File: config.mk
export PLATFORM = sky130hd
export DESIGN_NAME = input_keypad_flat
export DESIGN_NICKNAME = d
export VERILOG_FILES = /design/src/rtl/input_keypad_pkg.sv /design/src/rtl/input_keypad_if.sv /design/src/rtl/input_keypad_scan.sv /design/src/rtl/input_keypad.sv /design/src/flat_wrapper.sv
export SDC_FILE = /design/constraint.sdc
export NUM_CORES = 1
export LEC_CHECK = 0
export CAP_MARGIN = 20
export CORE_MARGIN = 2
export CORE_UTILIZATION = 60
export CTS_CLUSTER_DIAMETER = 60
export CTS_CLUSTER_SIZE = 12
export DETAILED_ROUTE_END_ITERATION = 8
export HOLD_SLACK_MARGIN = 0.12
export PLACE_DENSITY = 0.84
export SYNTH_ARGS = -nofsm -noshare
export SYNTH_HDL_FRONTEND = slang
export SYNTH_SLANG_ARGS = --single-unit
File: constraint.sdc
create_clock -name Clock -period 6.1 [get_ports Clock]
set_input_delay 0.61 -clock Clock [delete_from_list [all_inputs] [get_ports Clock]]
set_output_delay 0.61 -clock Clock [all_outputs]
set_load 0.01 [all_outputs]
File: src/rtl/input_keypad_pkg.sv
// Shared keypad types: key-code width, classification and FSM encodings,
// the key-code-to-function map, and snapshot decode helpers.
package input_keypad_pkg;

  localparam int IK_N  = 4;
  localparam int NKEYS = 16;

  // Key-code-to-function map used by the calculator core
  localparam logic [IK_N-1:0] KEY_ADD = 4'd10;
  localparam logic [IK_N-1:0] KEY_SUB = 4'd11;
  localparam logic [IK_N-1:0] KEY_MUL = 4'd12;
  localparam logic [IK_N-1:0] KEY_DIV = 4'd13;
  localparam logic [IK_N-1:0] KEY_EQ  = 4'd14;
  localparam logic [IK_N-1:0] KEY_CLR = 4'd15;

  typedef enum logic [1:0] {CLS_NONE, CLS_SINGLE, CLS_MULTI} key_cls_e;
  typedef enum logic [1:0] {ST_IDLE, ST_DEB_P, ST_HELD, ST_DEB_R} kp_state_e;

  function automatic key_cls_e classify(input logic [NKEYS-1:0] s);
    if (s == '0)               return CLS_NONE;
    else if ($countones(s) == 1) return CLS_SINGLE;
    else                       return CLS_MULTI;
  endfunction

  // Index of the lowest set bit; only meaningful when exactly one bit is set
  function automatic logic [IK_N-1:0] key_index(input logic [NKEYS-1:0] s);
    logic [IK_N-1:0] idx;
    idx = '0;
    for (int i = NKEYS-1; i >= 0; i--)
      if (s[i]) idx = IK_N'(i);
    return idx;
  endfunction

endpackage

File: src/rtl/input_keypad_if.sv
// Key-code handoff between keypad (master) and calculator core (slave).
interface input_keypad_if;
  import input_keypad_pkg::*;

  logic [IK_N-1:0] key_code;
  logic            key_valid;
  logic            key_ack;
  logic            overrun;

  modport master (output key_code, output key_valid, output overrun, input  key_ack);
  modport slave  (input  key_code, input  key_valid, input  overrun, output key_ack);
endinterface

File: src/rtl/input_keypad_scan.sv
// Row scanner: drives one row low per slot, samples columns at the end of
// each slot into a 16-bit snapshot, and classifies it once a full scan ends.
module input_keypad_scan
  import input_keypad_pkg::*;
#(
  parameter int SCAN_DIV = 12500
) (
  input  logic            Clock,
  input  logic            Reset,
  input  logic [3:0]      KC,
  output logic [3:0]      KR,
  output logic            scan_done,
  output key_cls_e        cls,
  output logic [IK_N-1:0] code
);

  localparam int DIV_W = (SCAN_DIV > 1) ? $clog2(SCAN_DIV) : 1;
  localparam logic [DIV_W-1:0] DIV_LAST = DIV_W'(SCAN_DIV - 1);

  logic [DIV_W-1:0] div;
  logic [1:0]       row;
  logic [NKEYS-1:0] snapshot;

  // Divider, row advance and end-of-slot column sampling
  always_ff @(posedge Clock) begin
    if (Reset) begin
      div       <= '0;
      row       <= '0;
      snapshot  <= '0;
      scan_done <= 1'b0;
    end else begin
      scan_done <= 1'b0;
      if (div == DIV_LAST) begin
        div                       <= '0;
        row                       <= row + 2'd1;
        snapshot[{row, 2'b00} +: 4] <= ~KC;
        scan_done                 <= (row == 2'd3);
      end else begin
        div <= div + 1'b1;
      end
    end
  end

  assign KR = ~(4'b0001 << row);

  // Snapshot decode; only consumed while scan_done is high
  always_comb begin
    cls  = classify(snapshot);
    code = key_index(snapshot);
  end

endmodule

File: src/rtl/input_keypad.sv
// Keypad top: scanner, press/release debounce FSM, and the valid/ack
// handoff register with sticky overrun.
module input_keypad
  import input_keypad_pkg::*;
#(
  parameter int SCAN_DIV  = 12500,
  parameter int DEB_SCANS = 10
) (
  input  logic          Clock,
  input  logic          Reset,
  input  logic [3:0]    KC,
  output logic [3:0]    KR,
  input_keypad_if.master kp
);

  localparam int CNT_W = $clog2(DEB_SCANS + 1);
  localparam logic [CNT_W-1:0] CNT_MAX = CNT_W'(DEB_SCANS);
  localparam logic [CNT_W-1:0] CNT_ONE = CNT_W'(1);

  logic            scan_done;
  key_cls_e        cls;
  logic [IK_N-1:0] code;

  kp_state_e       state, state_nx;
  logic [IK_N-1:0] cand, cand_nx;
  logic [CNT_W-1:0] cnt, cnt_nx;
  logic            accept;

  logic [IK_N-1:0] code_q;
  logic            valid_q, ovr_q;
  logic            ack_eff;

  input_keypad_scan #(.SCAN_DIV(SCAN_DIV)) u_scan (
    .Clock     (Clock),
    .Reset     (Reset),
    .KC        (KC),
    .KR        (KR),
    .scan_done (scan_done),
    .cls       (cls),
    .code      (code)
  );

  // Debounce state register
  always_ff @(posedge Clock) begin
    if (Reset) begin
      state <= ST_IDLE;
      cand  <= '0;
      cnt   <= '0;
    end else begin
      state <= state_nx;
      cand  <= cand_nx;
      cnt   <= cnt_nx;
    end
  end

  // Debounce next-state; decisions only on a completed scan
  always_comb begin
    state_nx = state;
    cand_nx  = cand;
    cnt_nx   = cnt;
    accept   = 1'b0;
    if (scan_done) begin
      unique case (state)
        ST_IDLE: if (cls == CLS_SINGLE) begin
          cand_nx = code;
          cnt_nx  = CNT_ONE;
          if (CNT_MAX == CNT_ONE) begin
            accept   = 1'b1;
            state_nx = ST_HELD;
          end else begin
            state_nx = ST_DEB_P;
          end
        end
        ST_DEB_P: begin
          if (cls != CLS_SINGLE) begin
            state_nx = ST_IDLE;
          end else if (code != cand) begin
            cand_nx = code;
            cnt_nx  = CNT_ONE;
          end else if (cnt + 1'b1 == CNT_MAX) begin
            cnt_nx   = CNT_MAX;
            accept   = 1'b1;
            state_nx = ST_HELD;
          end else begin
            cnt_nx = cnt + 1'b1;
          end
        end
        ST_HELD: if (cls == CLS_NONE) begin
          cnt_nx   = CNT_ONE;
          state_nx = (CNT_MAX == CNT_ONE) ? ST_IDLE : ST_DEB_R;
        end
        ST_DEB_R: begin
          if (cls != CLS_NONE) begin
            state_nx = ST_HELD;
          end else if (cnt + 1'b1 == CNT_MAX) begin
            cnt_nx   = CNT_MAX;
            state_nx = ST_IDLE;
          end else begin
            cnt_nx = cnt + 1'b1;
          end
        end
        default: state_nx = ST_IDLE;
      endcase
    end
  end

  assign ack_eff = kp.key_ack && valid_q;

  // Handoff register: an ack in the accept cycle frees the slot for the new code
  always_ff @(posedge Clock) begin
    if (Reset) begin
      code_q  <= '0;
      valid_q <= 1'b0;
      ovr_q   <= 1'b0;
    end else begin
      if (accept && (!valid_q || kp.key_ack)) begin
        code_q  <= code;
        valid_q <= 1'b1;
      end else if (ack_eff) begin
        valid_q <= 1'b0;
      end
      if (accept && valid_q && !kp.key_ack) ovr_q <= 1'b1;
      else if (ack_eff)                     ovr_q <= 1'b0;
    end
  end

  assign kp.key_code  = code_q;
  assign kp.key_valid = valid_q;
  assign kp.overrun   = ovr_q;

endmodule

File: src/flat_wrapper.sv
// flat-port wrapper written by rule: the top's interface ports become plain ports
module input_keypad_flat import input_keypad_pkg::*;
#(
  parameter int SCAN_DIV  = 12500,
  parameter int DEB_SCANS = 10
)
  (Clock, Reset, KC, KR, kp_key_code, kp_key_valid, kp_overrun, kp_key_ack);
  input_keypad_if kp_i ();
  input  logic Clock;
  input  logic Reset;
  input  logic [3:0] KC;
  output logic [3:0] KR;
  output wire logic [$bits(kp_i.key_code)-1:0] kp_key_code;
  output wire logic [$bits(kp_i.key_valid)-1:0] kp_key_valid;
  output wire logic [$bits(kp_i.overrun)-1:0] kp_overrun;
  input wire logic [$bits(kp_i.key_ack)-1:0] kp_key_ack;
  assign kp_key_code = kp_i.key_code;
  assign kp_key_valid = kp_i.key_valid;
  assign kp_overrun = kp_i.overrun;
  assign kp_i.key_ack = kp_key_ack;
  input_keypad #(.SCAN_DIV(SCAN_DIV), .DEB_SCANS(DEB_SCANS)) u_core (.Clock(Clock), .Reset(Reset), .KC(KC), .KR(KR), .kp(kp_i));
endmodule
==> flow_summary_export.csv <==
group,metric,value,unit
synth,synth_area_per_cell,8.29,sq um
grt,overflow,0,
power,clock_power_share,0.355,
clock_tree,cts_setup_buffers,0,
final_layout,n_antenna_cell,0,
place,post-place-ws,0.953,ns
place,place_hpwl,4770,microns
power,swShare,0.220,
place,place.gp.congestion,0.848,
final_layout,drive_gt1_frac,0.0508,
final_layout,stdcell_area,3260,sq um
power,p_seq_frac,0.615,
timing,clock_skew,0.00504,ns
setup_path,crit_arrival,5.28,ns
die,die_w,74.3,microns
detailed_routing,first_iter_violations,95,
synth,synth_seq_cells,49,
die,start_util,0.624,
power,peakVddDrop,159,uV
clock_tree,numCtsBuffers,5,
place,placed_area,3180,sq um
grt,antenna_found_initial,0,
timing,hold_ws,0.453,ns
detailed_routing,drc,0,
timing,setup_slack,1.00,ns
run,cap_violations,0,
synth,ys_seq_area_frac,0.331,
final_layout,area_delta_synth_final,10.0,%
final_layout,layout_commonest_cell,"dfxtp_1",
timing,slew_headroom,0.606,
setup_path,start_kind,"register",
timing,finalMaxSlewViolations,0,
die,die_y,74.3,microns
clock_tree,cts_tree,"done",
timing,worstMarginPinSlew,0.586,ns
hold_path,hold_class,"register to register",
clock_tree,clk_pin_slew,0.09,ns
final_layout,stdcell_count,441,
detailed_routing,num_vias,2514,
synth,syn-num-nets,390,
timing,finalSetupViolCount,0,
timing,grt_setup_unrepaired,"false",
power,combPwrFrac,0.029,
final_layout,fillers,388,
timing,post-route-min-period,5.10,ns
power,power_density,161,nW/um^2
synth,synth-async-reset-ratio,0,
grt,grt_max_degree,40,
clock_tree,postCtsHoldBufs,0,
detailed_routing,wire_per_inst,13.9,microns
grt,grt_pass1_vias,2374,
grt,grt.total_usage,0.243,
die,rows,25,
setup_path,worst_setup_path_end_kind,"register",
synth,ys.flop_type,"dfxtp_1",
synth,synthCells,358,
detailed_routing,finalWirelength,6150,microns
final_layout,fin_nets,405,
setup_path,critPathMaxFanout,8,
place,io_buffer_count,16,
die,fp.dieArea,5520,sq um
place,dpl.cell_count,433,
die,core_region_area,4750,sq um
setup_path,worstPathRequired,6.28,ns
run_status,status,"completed",
power,leakagePower,1.23,nW
synth,synth_area,2970,sq um
timing,fin_tns_setup,0,ns
detailed_routing,routed_via_density,5.70,
clock_tree,cts_sinks,49,
timing,hold_violations,0,
clock_tree,insertion_delay,0.30,ns
synth,ys_types,57,
power,power.net_switching,0.115,mW
setup_path,crit_type,"register to register",
detailed_routing,drt_pass1_iterations,4,
final_layout,multi_input_area,1820,sq um
synth,synth_edf_count,0,
detailed_routing,postRouteAntennaNets,0,
clock_tree,cts.repair.resized,0,
final_layout,seqCellArea,981,sq um
clock_tree,root_buffer,"clkbuf_8",
timing,max_clock_freq,196,MHz
clock_tree,ctsLongestPathBuffers,2,
grt,grt_pass1_wl,10500,microns
timing,timing.final.crit_share,0.836,
synth,yosys_warnings,0,
die,ios,17,
power,power,0.525,mW
power,p_int,0.409,mW
clock_tree,cts.htree.levels,2,
final_layout,mostFrequentLayoutCells,"dfxtp_1 (49), nor2_1 (46), inv_1 (34)",
final_layout,fin_util,0.687,
cell type report:
type / instances / area share
inverter: 34 / 0.0391
sequential: 49 / 0.300
clock buffer: 7 / 0.0234
multi-input combinational: 266 / 0.558
clock inverter: 1 / 0.00230
timing repair buffer: 17 / 0.0514
tap: 67 / 0.0257
sequential cells by signal, summed over array words and instances, names as in the netlist:
signal	count
u_core.cnt	4
u_core.state	2
u_core.u_scan.snapshot	16
u_core.cand	4
u_core.kp.key_code	4
u_core.u_scan.scan_done	1
u_core.u_scan.div	14
u_core.kp.key_valid	1
u_core.u_scan.row	2
u_core.kp.overrun	1
worst paths after layout:
check / endpoint / slack (ns) / from / cells past startpoint
hold reg to reg: u_core.u_scan.div[0] / 0.45 / u_core.u_scan.div[0] / 1
setup reg to reg: u_core.kp.key_code[0] / 1.00 / u_core.u_scan.snapshot[5] / 16
hold / removal: u_core.u_scan.div[0] / 0.45 / u_core.u_scan.div[0] / 1
setup / recovery: u_core.kp.key_code[0] / 1.00 / u_core.u_scan.snapshot[5] / 16
cells in the mapped netlist, types with 2 or more instances:
cell type	n	area share
a211oi_1	2	0.0051
a21oi_1	27	0.046
a31oi_1	2	0.0042
and2_1	4	0.0084
and3_1	3	0.0063
and4_1	3	0.0089
clkbuf_1	8	0.010
dfxtp_1	49	0.33
fa_1	10	0.067
ha_1	15	0.063
inv_1	34	0.043
mux2i_1	4	0.013
nand2_1	21	0.027
nand2b_1	7	0.015
nand3_1	10	0.017
nand3b_1	3	0.0076
nand4_1	5	0.011
nor2_1	46	0.058
nor2b_1	8	0.017
nor3_1	20	0.034
nor4_1	5	0.011
nor4b_1	2	0.0059
nor4bb_1	3	0.010
o211ai_1	3	0.0076
o21ai_0	16	0.027
o21ai_1	2	0.0034
or2_2	3	0.0063
or3_1	5	0.011
xnor2_1	3	0.0089
xor2_1	8	0.024
routing by layer:
metal / wire [microns] / GRT usage / vias up / share of wire
met4: 91 / 0.0734 / 0 / 0.015
li1: - / - / 1271 / -
met1: 2780 / 0.308 / 1191 / 0.45
met3: 213 / 0.0461 / 12 / 0.035
met2: 3060 / 0.423 / 40 / 0.50
met5: 0 / 0 / - / 0
power by group through the flow:
stage	clock (mW)	sequential, mW	combinational (mW)
2_1_floorplan	0	0.330	0.00856
3_3_place_gp	0	0.330	0.0153
3_5_place_dp	0	0.330	0.0155
4_1_cts	0.190	0.323	0.0155
5_1_grt	0.202	0.323	0.0171
6_report	0.186	0.323	0.0155
critical path, cell delays in order (launching register included):
cell and delay (ns):
dfxtp_1 0.47, inv_1 0.11, fa_1 0.54, inv_1 0.05, fa_1 0.46, fa_1 0.51
inv_1 0.05, fa_1 0.48, inv_1 0.04, ha_1 0.19, fa_1 0.42, nor4b_1 0.31
and4b_1 0.45, nand3_1 0.13, a2111o_1 0.49, o21ai_0 0.19, a21oi_1 0.08
logic make-up after synthesis:
family,after synthesis,synth area share
flops,49,0.331
buf+inv,43,0.0557
mux,4,0.0135
simple gates,157,0.286
fa+ha+maj,25,0.131
xor+xnor,11,0.0325
compound gates,69,0.151
Note: power is estimated with default switching activity, not from simulation.
